`config.mk`:
```
export PLATFORM = sky130hd
export DESIGN_NAME = robot_motion_exec
export DESIGN_NICKNAME = d
export VERILOG_FILES = /design/src/rtl/robot_motion_exec.sv
export SDC_FILE = /design/constraint.sdc
export NUM_CORES = 1
export LEC_CHECK = 0
export CAP_MARGIN = 20
export CORE_MARGIN = 2
export CORE_UTILIZATION = 50
export DETAILED_ROUTE_END_ITERATION = 10
export GPL_TIMING_DRIVEN = 0
export HOLD_SLACK_MARGIN = 0.02
export PLACE_DENSITY = 0.83
export SKIP_LAST_GASP = 1
export SLEW_MARGIN = 15
export SYNTH_ARGS = -nofsm -noshare
export SYNTH_HDL_FRONTEND = slang
export SYNTH_SLANG_ARGS = --single-unit
```
`constraint.sdc`:
```
create_clock -name clk -period 3.8 [get_ports clk]
set_clock_uncertainty 0.2 [all_clocks]
set_input_delay 0.57 -clock clk [delete_from_list [all_inputs] [get_ports clk]]
set_output_delay 0.57 -clock clk [all_outputs]
set_load 0.01 [all_outputs]
```
`src/rtl/robot_motion_exec.sv`:
```
`default_nettype none
// ============================================================================
// Module   : robot_motion_exec
// Purpose  : Executes front/rotate command levels as timed, quantised
//            step/dir wheel motions; tracks heading and an (x,y) odometer.
//            Odometer registers are built only when MOTION_ODOM_EN is defined.
// Revision : 1.0 - initial release
// ============================================================================
module robot_motion_exec #(
    parameter int STEPS_PER_CELL = 200,
    parameter int STEPS_PER_TURN = 100,
    parameter int STEP_DIV       = 50,
    parameter int POS_W          = 8
) (
    input  logic             clk,
    input  logic             rst_n,
    input  logic             front,
    input  logic             rotate,
    output logic             step_l,
    output logic             step_r,
    output logic             dir_l,
    output logic             dir_r,
    output logic             busy,
    output logic             done,
    output logic [1:0]       heading,
    output logic [POS_W-1:0] pos_x,
    output logic [POS_W-1:0] pos_y
);

    localparam int N_MAX = (STEPS_PER_CELL > STEPS_PER_TURN) ? STEPS_PER_CELL : STEPS_PER_TURN;
    localparam int SC_W  = $clog2(N_MAX + 1);
    localparam int DIV_W = $clog2(STEP_DIV);

    localparam logic [SC_W-1:0]  CELL_N   = SC_W'(STEPS_PER_CELL);
    localparam logic [SC_W-1:0]  TURN_N   = SC_W'(STEPS_PER_TURN);
    localparam logic [SC_W-1:0]  SC_ONE   = SC_W'(1);
    localparam logic [DIV_W-1:0] DIV_LAST = DIV_W'(STEP_DIV - 1);
    localparam logic [DIV_W-1:0] DIV_ONE  = DIV_W'(1);

    typedef enum logic [1:0] {
        IDLE = 2'd0,
        MOVE = 2'd1,
        TURN = 2'd2
    } state_t;

    state_t           state, state_n;
    logic [DIV_W-1:0] div_cnt, div_n;
    logic [SC_W-1:0]  step_cnt, sc_n;
    logic [SC_W-1:0]  limit;
    logic             step_q, step_n;
    logic             dir_l_n, dir_r_n, busy_n, done_n;
    logic [1:0]       head_n;

    always_ff @(posedge clk or negedge rst_n) begin
        if (!rst_n) begin
            state    <= IDLE;
            div_cnt  <= '0;
            step_cnt <= '0;
            step_q   <= 1'b0;
            dir_l    <= 1'b1;
            dir_r    <= 1'b1;
            busy     <= 1'b0;
            done     <= 1'b0;
            heading  <= 2'd0;
        end else begin
            state    <= state_n;
            div_cnt  <= div_n;
            step_cnt <= sc_n;
            step_q   <= step_n;
            dir_l    <= dir_l_n;
            dir_r    <= dir_r_n;
            busy     <= busy_n;
            done     <= done_n;
            heading  <= head_n;
        end
    end

    // The first pulse is launched on the entry edge; step_cnt counts pulses issued.
    always_comb begin
        state_n = state;
        div_n   = div_cnt;
        sc_n    = step_cnt;
        step_n  = 1'b0;
        dir_l_n = dir_l;
        dir_r_n = dir_r;
        busy_n  = busy;
        done_n  = 1'b0;
        head_n  = heading;
        limit   = (state == TURN) ? TURN_N : CELL_N;
        case (state)
            IDLE: begin
                if (rotate || front) begin
                    state_n = rotate ? TURN : MOVE;
                    div_n   = '0;
                    sc_n    = SC_ONE;
                    step_n  = 1'b1;
                    dir_l_n = 1'b1;
                    dir_r_n = ~rotate;
                    busy_n  = 1'b1;
                end
            end
            MOVE, TURN: begin
                if (div_cnt == DIV_LAST) begin
                    div_n = '0;
                    if (step_cnt == limit) begin
                        state_n = IDLE;
                        sc_n    = '0;
                        busy_n  = 1'b0;
                        done_n  = 1'b1;
                        if (state == TURN) begin
                            head_n = heading + 2'd1;
                        end
                    end else begin
                        sc_n   = step_cnt + SC_ONE;
                        step_n = 1'b1;
                    end
                end else begin
                    div_n = div_cnt + DIV_ONE;
                end
            end
            default: begin
                state_n = IDLE;
            end
        endcase
    end

    assign step_l = step_q;
    assign step_r = step_q;

`ifdef MOTION_ODOM_EN
    localparam logic signed [POS_W-1:0] POS_ONE = POS_W'(1);

    logic signed [POS_W-1:0] px, py;
    logic                    move_done;

    // Heading is frozen for the whole move, so it selects the axis at completion.
    assign move_done = (state == MOVE) && (div_cnt == DIV_LAST) && (step_cnt == CELL_N);

    always_ff @(posedge clk or negedge rst_n) begin
        if (!rst_n) begin
            px <= '0;
            py <= '0;
        end else if (move_done) begin
            case (heading)
                2'd0: py <= py + POS_ONE;
                2'd1: px <= px + POS_ONE;
                2'd2: py <= py - POS_ONE;
                2'd3: px <= px - POS_ONE;
                default: ;
            endcase
        end
    end

    assign pos_x = px;
    assign pos_y = py;
`else
    assign pos_x = '0;
    assign pos_y = '0;
`endif

endmodule
`default_nettype wire
```
Yosys cells after proc, flatten, opt, wreduce, memory -nomap -nowiden
Cells that the tools add are included.
W data, S select, Z words.

operators by class
  add/sub/neg operators = 3
  equal/unequal tests = 7
  mux-type cells = 24
  bitwise logic cells = 1
  reductions and logical operators = 10

operator list
  kind                   number
  $mux W8                4
  $pmux W8 S2            1
  $mux W6                2
  $pmux W6 S2            1
  $mux W1                9
  $add A8 B1 Y8 const B  1
  $eq A8 B8 Y1           1
  $mux W2                4
  $reduce_and A4 Y1      2
  $add A6 B1 Y6 const B  1
  $eq A6 B6 Y1 const B   1
  $ne A2 B2 Y1 const B   3
  $reduce_and A3 Y1      2
  $pmux W1 S2            2
  $pmux W2 S2            1
  $reduce_and A2 Y1      2
  $add A2 B1 Y2 const B  1
  $eq A2 B1 Y1 const B   1
  $eq A2 B2 Y1 const B   1
  $logic_not A2 Y1       1
  $reduce_bool A2 Y1     1
  $reduce_or A2 Y1       1
  $logic_or A1 B1 Y1     1
  $not A1 Y1             1

word-level totals
  register bits = 22
  bits of input ports = 4
  output and inout port bits = 24
  logic and storage cells = 53

Longest topological paths before layout
Gate-level depths: netlist of the first run.

  word-level depth = 6
  gate-level depth with buffers = 7
  gate-level depth less buffers = 6

Worst setup path after synthesis of the first run
Ideal clock, no wire load.

  path type = register -> register
  start point = reg state[0]
  end point = reg state[1]
  setup time = 0.126 ns
  arrival time = 1.574 ns
  required time = 3.474 ns
  slack = 1.900 ns
  stages on the path, launching flop included = 7
  buffers on the path = 0
  clock period less this slack = 1.900 ns
  cell sequence = dfrtp_1 -> inv_1 -> ha_1 -> and4bb_2 -> nor2_1 -> o311a_1 -> a311o_1

on the way
  word-level cells in the longest chain between the ends = 5
  elaborated cells on any way between the ends = 11
  those cells by class = eq/ne: 6; mux: 2; reduce/logical: 3

RTL lines
  element                             RTL line  text
  from (decl)                         46        state_t state, state_n;
  from (signal assigned)              66        state <= state_n;
  $eq A2 B2 Y1                        89, 90
  $mux W8                             89        limit = (state == TURN) ? TURN_N : CELL_N;
  $eq A8 B8 Y1                        105       if (step_cnt == limit) begin
  $ne A2 B2 Y1 (no source line)       --
  $reduce_and A3 Y1 (no source line)  --

Parallel ways exist; a longest one is shown, timed or not.
A chain may end at the register's enable or synchronous reset.

Final worst setup path of the first run
  start point = reg state[0]
  end point = reg div_cnt[0]

on the way
  word-level cells in the longest chain between the ends = 4
  elaborated cells on any way between the ends = 8
  those cells by class = eq/ne: 3; mux: 1; reduce/logical: 4

RTL lines
  element                                              RTL line  text
  $eq A2 B2 Y1 / $eq A2 B1 Y1 (equally long branches)  90        case (state)
  $reduce_or A2 Y1                                     90
  $reduce_bool A2 Y1 (no source line)                  --
  $reduce_and A2 Y1 (no source line)                   --
  to (signal assigned)                                 67        div_cnt <= div_n;
  to (decl)                                            47        logic [DIV_W-1:0] div_cnt, div_n;

Parallel ways exist; a longest one is shown, timed or not.

==> results of run 1 <==
-- state kept, by name, summed over array words and instances, names as in the netlist --
| signal | cells |
|---|---|
| busy | 1 |
| dir_r | 1 |
| div_cnt | 6 |
| done | 1 |
| heading | 2 |
| state | 2 |
| step_cnt | 8 |
| step_l | 1 |
-- logic make-up after synthesis --
| kind of cell | synth area share |
|---|---|
| AO/OA/AOI/OAI | 0.187 |
| XOR/XNOR | 0.0123 |
| adder cells (fa/ha/maj) | 0.0616 |
| buffers and inverters | 0.121 |
| flip-flops | 0.388 |
| other | 0.00528 |
| AND/OR/NAND/NOR | 0.224 |
-- through the flow --
| step | cell area, µm² | utilization | power [mW] |
|---|---|---|---|
| 2_1_floorplan | 1480 | - | 0.611 |
| 6_report | 1640 | 0.601 | 0.847 |
| 3_5_place_dp | 1620 | 0.591 | 0.737 |
| 5_1_grt | 1640 | 0.601 | 0.915 |
| 4_1_cts | 1640 | 0.601 | 0.846 |
| 3_3_place_gp | 1620 | 0.591 | 0.712 |
-- worst max-delay path, delay by kind of cell, from the launching register on --
| kind | cells | cell delay, ps |
|---|---|---|
| simple gates | 3 | 1110 |
| buf+inv | 1 | 110 |
| fa+ha+maj | 1 | 240 |
| flops | 1 | 420 |
| compound gates | 1 | 100 |
-- cells in the mapped netlist (2+ instances only) --
master,number
dfrtp_1,21
buf_4,19
a31oi_1,13
o21ai_0,9
ha_1,7
inv_1,7
nand2_1,7
nand3_1,6
nand3b_1,6
nor2_1,6
and3_1,5
nand2b_1,4
o2bb2ai_1,4
a21oi_1,3
nor3_1,3
a211oi_1,2
conb_1,2
nor3b_1,2
o22ai_1,2
o311a_1,2
xnor2_1,2
-- routing by layer --
metal	GRT usage	wire, µm
met5	0	0
met4	0.0631	44
met3	0.0204	212
met2	0.300	1350
met1	0.244	1160
-- area by class of cell --
class / instances / area [µm²] / share of cell area
Sequential cell: 22 / 552 / 0.336
Timing Repair Buffer: 10 / 100 / 0.0609
Tap cell: 31 / 38.8 / 0.0236
Clock buffer: 4 / 26.3 / 0.0160
Inverter: 7 / 26.3 / 0.0160
Buffer: 20 / 146 / 0.0891
Multi-Input combinational cell: 116 / 753 / 0.458
-- path summary, 6_finish.rpt --
| path | slack, ps | end | cells past startpoint | startpoint |
|---|---|---|---|---|
| worst max-delay path | 1520 | div_cnt[0] | 6 | state[0] |
| worst min-delay path | 270 | heading[1] | 1 | heading[1] |
| worst max register to register | 1520 | div_cnt[0] | 6 | state[0] |
| worst min register to register | 270 | heading[1] | 1 | heading[1] |
| max in group asynchronous | 2210 | step_cnt[6] | 1 | rst_n |
| min in group asynchronous | 590 | div_cnt[4] | 1 | rst_n |
-- power by group --
group	total [mW]	switching (mW)	internal [mW]
Combinational	0.434	0.251	0.183
Clock	0.111	0.0700	0.0409
Sequential	0.302	0.0286	0.273
Total	0.847	0.350	0.497
==> results by group, run 1 <==
Status
  • Status: completed

Routing
  • Routed vias/inst: 5.70
  • Vias after detailed routing: 1,197
  • Routed len/inst: 13.2 µm
  • Drt total wl: 2.77 mm
  • DRT Pass-1 Iters: 6
  • Antenna Nets Post-Route: 0
  • DRC: 0
  • 1st-iter DRT viols: 42

Layout
  • N_diodes: 0
  • Area Growth Syn to Fin: 15.6%
  • Share of cells above drive strength 1: 0.162
  • Fillers: 237
  • Post-Layout Cell Count: 210
  • Most frequent cells in the layout: 21 x dfrtp_1, 19 x buf_4, 17 x conb_1
  • Final Net Count: 191
  • Commonest non-fill, non-tap cell in the layout: dfrtp_1

STA
  • Clock period minus worst slack: 2280 ps
  • Final setup fails: 0
  • Tcrit/Tclk final: 0.600
  • Worst hold slack: 272 ps
  • Hold Fails Final Rpt: 0
  • Fmax achieved: 438 MHz
  • Pins Over Slew Limit: 0
  • Unrepaired setup endpoints after global routing: false
  • Setup TNS: 0 ps
  • Slew headroom: 0.345
  • Worst slew pin tran: 980 ps
  • Setup ws final: 1520 ps

Global route
  • First-pass GRT wire length: 4.69 mm
  • Vias in the first global route: 1,054
  • Initial antenna violation count: 0
  • Gr ovfl total: 0
  • Largest net degree at the start of global routing: 23
  • Tot GR Track Use: 0.180

CTS
  • Clk_lat worst skew: 310 ps
  • CTS tree: built
  • Clock transition at path regs: 120 ps
  • Setup bufs post-CTS: 0
  • Clock tree buffer depth: 2
  • Clock H-tree levels: 1
  • Clk sinks: 22
  • Hold buffer count at CTS: 0
  • Post_cts resized: 0
  • Clk root buf: clkbuf_4
  • Num CTS Buffers: 3

Floorplanning
  • Initial core utilization: 0.520
  • Row cnt: 19
  • Die Span Y: 57.3 µm
  • Core ar.: 2730 µm²
  • Die width: 57.3 µm
  • Die ar.: 3290 µm²
  • Io pins: 28

Placed design
  • HPWL after DPL: 2.10 mm
  • Setup WS pre-CTS: 1250 ps
  • Cell count after placement: 206
  • Routability congestion estimate: 0.926
  • Port bufs: 10

Power and ir drop
  • Leakage: 0.758 nW
  • Maximum VDD drop: 0.486 mV
  • Pwr dens: 515 nW/µm²

Yosys
  • Synth Register Bits: 22
  • Synth unique cells: 39
  • Mapped Cells: 150
  • Asr flop ratio synth: 1.00
  • Synth area leader: dfrtp_1
  • Most used DFF post-synth: dfrtp_1
  • Register area share after synthesis: 0.388
  • Number of flops mapped to enable cells by yosys: 0
  • Synth top area cells: dfrtp_1 37%, buf_4 10%, ha_1 6.2%, a31oi_1 5.7%, o21ai_0 3.2%
  • Syn Std Cell Area: 1420 µm²
  • Post-Syn Area per Cell: 9.48 µm²
  • Syn. warnings: 0
  • Top cell type's share of synthesized area: 0.370

Worst setup path
  • Slowest-stage cell, CP: nor3b_1
  • CP required: 3800 ps
  • Kind of critical path: register to register
  • Arr. time, crit path: 2280 ps
  • CP cell instances: inv_1, ha_1, nor3b_1, nor2_1, nand2_1, o21ai_0
  • Worst Setup Start Kind: register
  • CP Capture Type: register
  • Worst-path maximum fanout: 6
  • Slowest stage delay, CP: 700 ps

Min path
  • Type of the tightest min-delay check: register to register

Job
  • Max-cap violations: 0
No activity file was read; power rests on OpenSTA's default activity.
==> run 2, diff against run 1 <==
==> constraint.sdc (replaced) <==
create_clock -name clk -period 2.4 [get_ports clk]
set_clock_uncertainty 0.2 [all_clocks]
set_input_delay 0.36 -clock clk [delete_from_list [all_inputs] [get_ports clk]]
set_output_delay 0.36 -clock clk [all_outputs]
set_load 0.01 [all_outputs]
==> results by group, run 2 (synthesized netlist as in run 1, its figures left out) <==
Layout
  • Design area: 1650 µm² (was 1640 µm²)
  • Commonest non-fill, non-tap cell in the layout: dfrtp_1 (unchanged)
  • Fin util: 0.603 (was 0.601)
  • N_diodes: 0 (unchanged)
  • Top flop regs: step_cnt (8), div_cnt (6) (unchanged)
  • Max reg flops: 8 (unchanged)
  • Most frequent cells in the layout: 21 x dfrtp_1, 19 x buf_4, 17 x conb_1 (unchanged)
  • Top reg by flops: step_cnt (unchanged)
  • Area Growth Syn to Fin: 15.9% (was 15.6%)
  • Post-Layout Cell Count: 210 (unchanged)
  • Final Net Count: 191 (unchanged)
  • Share of cells above drive strength 1: 0.168 (was 0.162)
  • Fillers: 238 (was 237)

Routing
  • 1st-iter DRT viols: 28 (was 42)
  • DRT Pass-1 Iters: 4 (was 6)
  • Routed vias/inst: 5.68 (was 5.70)
  • Antenna Nets Post-Route: 0 (unchanged)
  • Drt total wl: 2.78 mm (was 2.77 mm)
  • Vias after detailed routing: 1,193 (was 1,197)
  • Routed len/inst: 13.2 µm (about the same)
  • DRC: 0 (unchanged)

STA
  • Worst hold slack: 272 ps (about the same)
  • Clock period minus worst slack: 2120 ps (was 2280 ps)
  • Pins Over Slew Limit: 0 (unchanged)
  • Final setup fails: 0 (unchanged)
  • Hold Fails Final Rpt: 0 (unchanged)
  • Worst slew pin tran: 981 ps (was 980 ps)
  • Tcrit/Tclk final: 0.883 (was 0.600)
  • Setup TNS: 0 ps (unchanged)
  • Unrepaired setup endpoints after global routing: false (unchanged)
  • Fmax achieved: 472 MHz (was 438 MHz)
  • Slew headroom: 0.344 (was 0.345)
  • Setup ws final: 281 ps (was 1520 ps)

Global route
  • Met1 Use GR: 0.244 (unchanged)
  • GR peak layer: met2 (unchanged)
  • Met3 global-route usage: 0.0204 (unchanged)
  • Met2 GRT Util: 0.300 (unchanged)
  • Vias in the first global route: 1,054 (unchanged)
  • First-pass GRT wire length: 4.69 mm (unchanged)
  • Tot GR Track Use: 0.180 (unchanged)
  • Largest net degree at the start of global routing: 23 (unchanged)
  • Initial antenna violation count: 0 (unchanged)
  • Gr ovfl total: 0 (unchanged)

Worst setup path
  • Reg2Reg Depth: 6 (unchanged)
  • CP Capture Point: div_cnt[3] (was div_cnt[0])
  • Worst-path maximum fanout: 5 (was 6)
  • Reg-to-Reg Start: div_cnt[1] (was state[0])
  • CP Capture Type: register (unchanged)
  • RR Endpoint: div_cnt[3] (was div_cnt[0])
  • Register-to-register setup slack: 280 ps (was 1520 ps)
  • CP required: 2410 ps (was 3800 ps)
  • Critical path launch point: div_cnt[1] (was state[0])
  • Arr. time, crit path: 2130 ps (was 2280 ps)
  • Kind of critical path: register to register (unchanged)
  • Worst Setup Start Kind: register (unchanged)

Power and ir drop
  • Net switching power: 0.557 mW (was 0.350 mW)
  • Clock network power share: 0.131 (about the same)
  • Leakage: 0.760 nW (was 0.758 nW)
  • Final Power: 1.35 mW (was 0.847 mW)
  • Power share of the combinational group: 0.514 (was 0.513)
  • Int Power: 0.789 mW (was 0.497 mW)
  • Sw frac: 0.414 (was 0.413)
  • Maximum VDD drop: 0.781 mV (was 0.486 mV)
  • Pwr dens: 817 nW/µm² (was 515 nW/µm²)
  • Sequential Power Share: 0.355 (was 0.356)

CTS
  • CTS tree: built (unchanged)
  • Clock transition at path regs: 130 ps (was 120 ps)
  • Clock H-tree levels: 1 (unchanged)
  • Hold buffer count at CTS: 0 (unchanged)
  • Clk sinks: 22 (unchanged)
  • Clk root buf: clkbuf_4 (unchanged)
  • Num CTS Buffers: 3 (unchanged)
  • Clk_lat worst skew: 310 ps (about the same)
  • Clock tree buffer depth: 2 (unchanged)

Placed design
  • HPWL after DPL: 2.10 mm (unchanged)
  • Cell count after placement: 206 (unchanged)
  • Routability congestion estimate: 0.926 (unchanged)
  • Setup WS pre-CTS: 60.9 ps (was 1250 ps)
  • Port bufs: 10 (unchanged)
  • DP Area: 1620 µm² (unchanged)

Floorplanning
  • Core ar.: 2730 µm² (unchanged)
  • Row cnt: 19 (unchanged)
  • Die width: 57.3 µm (unchanged)
  • Io pins: 28 (unchanged)
  • Die Span Y: 57.3 µm (unchanged)
  • Die ar.: 3290 µm² (unchanged)
  • Initial core utilization: 0.520 (unchanged)

Job
  • Max-cap violations: 0 (unchanged)

Min path
  • Type of the tightest min-delay check: register to register (unchanged)
  • Worst Hold Depth: 1 (unchanged)

Status
  • Status: completed (unchanged)
==> run 2: changes by cell type in the layout (fill, tap and decap cells not counted) <==
| cell | change |
|---|---|
| nor3b_1 | -1 |
| nor3b_2 | +1 |
==> run 2: layer usage <==
layer | wire length (µm) | up-vias
met2 | 1340 | 47
met4 | 38 | 0
met3 | 200 | 4
met5 | 0 | -
li1 | - | 577
met1 | 1190 | 565
==> run 2: area by class of cell <==
class                           count  area, µm²  share of cell area
Multi-Input combinational cell    116        758               0.460
Sequential cell                    22        552               0.335
Timing Repair Buffer               10        100              0.0607
Inverter                            7       26.3              0.0159
Clock buffer                        4       26.3              0.0159
Buffer                             20        146              0.0888
Tap cell                           31       38.8              0.0235
==> run 2: worst min path at each step <==
stage	slack (ps)	end	from
after detailed placement	270	heading[1]	heading[1]
final	270	heading[1]	heading[1]
after global routing	290	heading[1]	heading[1]
after CTS	280	heading[1]	heading[1]
after floorplan	-140	busy	rst_n
after global placement	260	heading[1]	heading[1]
==> run 2: power groups by stage <==
stage	logic (mW)	registers [mW]	clock network, mW
global route	0.772	0.489	0.191
detailed placement	0.682	0.485	0
CTS	0.685	0.479	0.176
global placement	0.648	0.478	0
floorplan	0.479	0.488	0
finish	0.692	0.478	0.176
==> run 2: timing repair <==
item                                    in CTS  in global routing
endpoints found under the setup margin       0                  4
setup buffers                                0                  0
hold endpoints to repair                     0                  0
resized for setup                            0                  1
==> run 2: worst max-delay path, cell delays in order, from the launching register on <==
cell and delay [ps]:
dfrtp_1 420, inv_1 80, ha_1 150, or3b_4 410, o21ai_0 420, o21ai_0 190
o2bb2ai_1 150
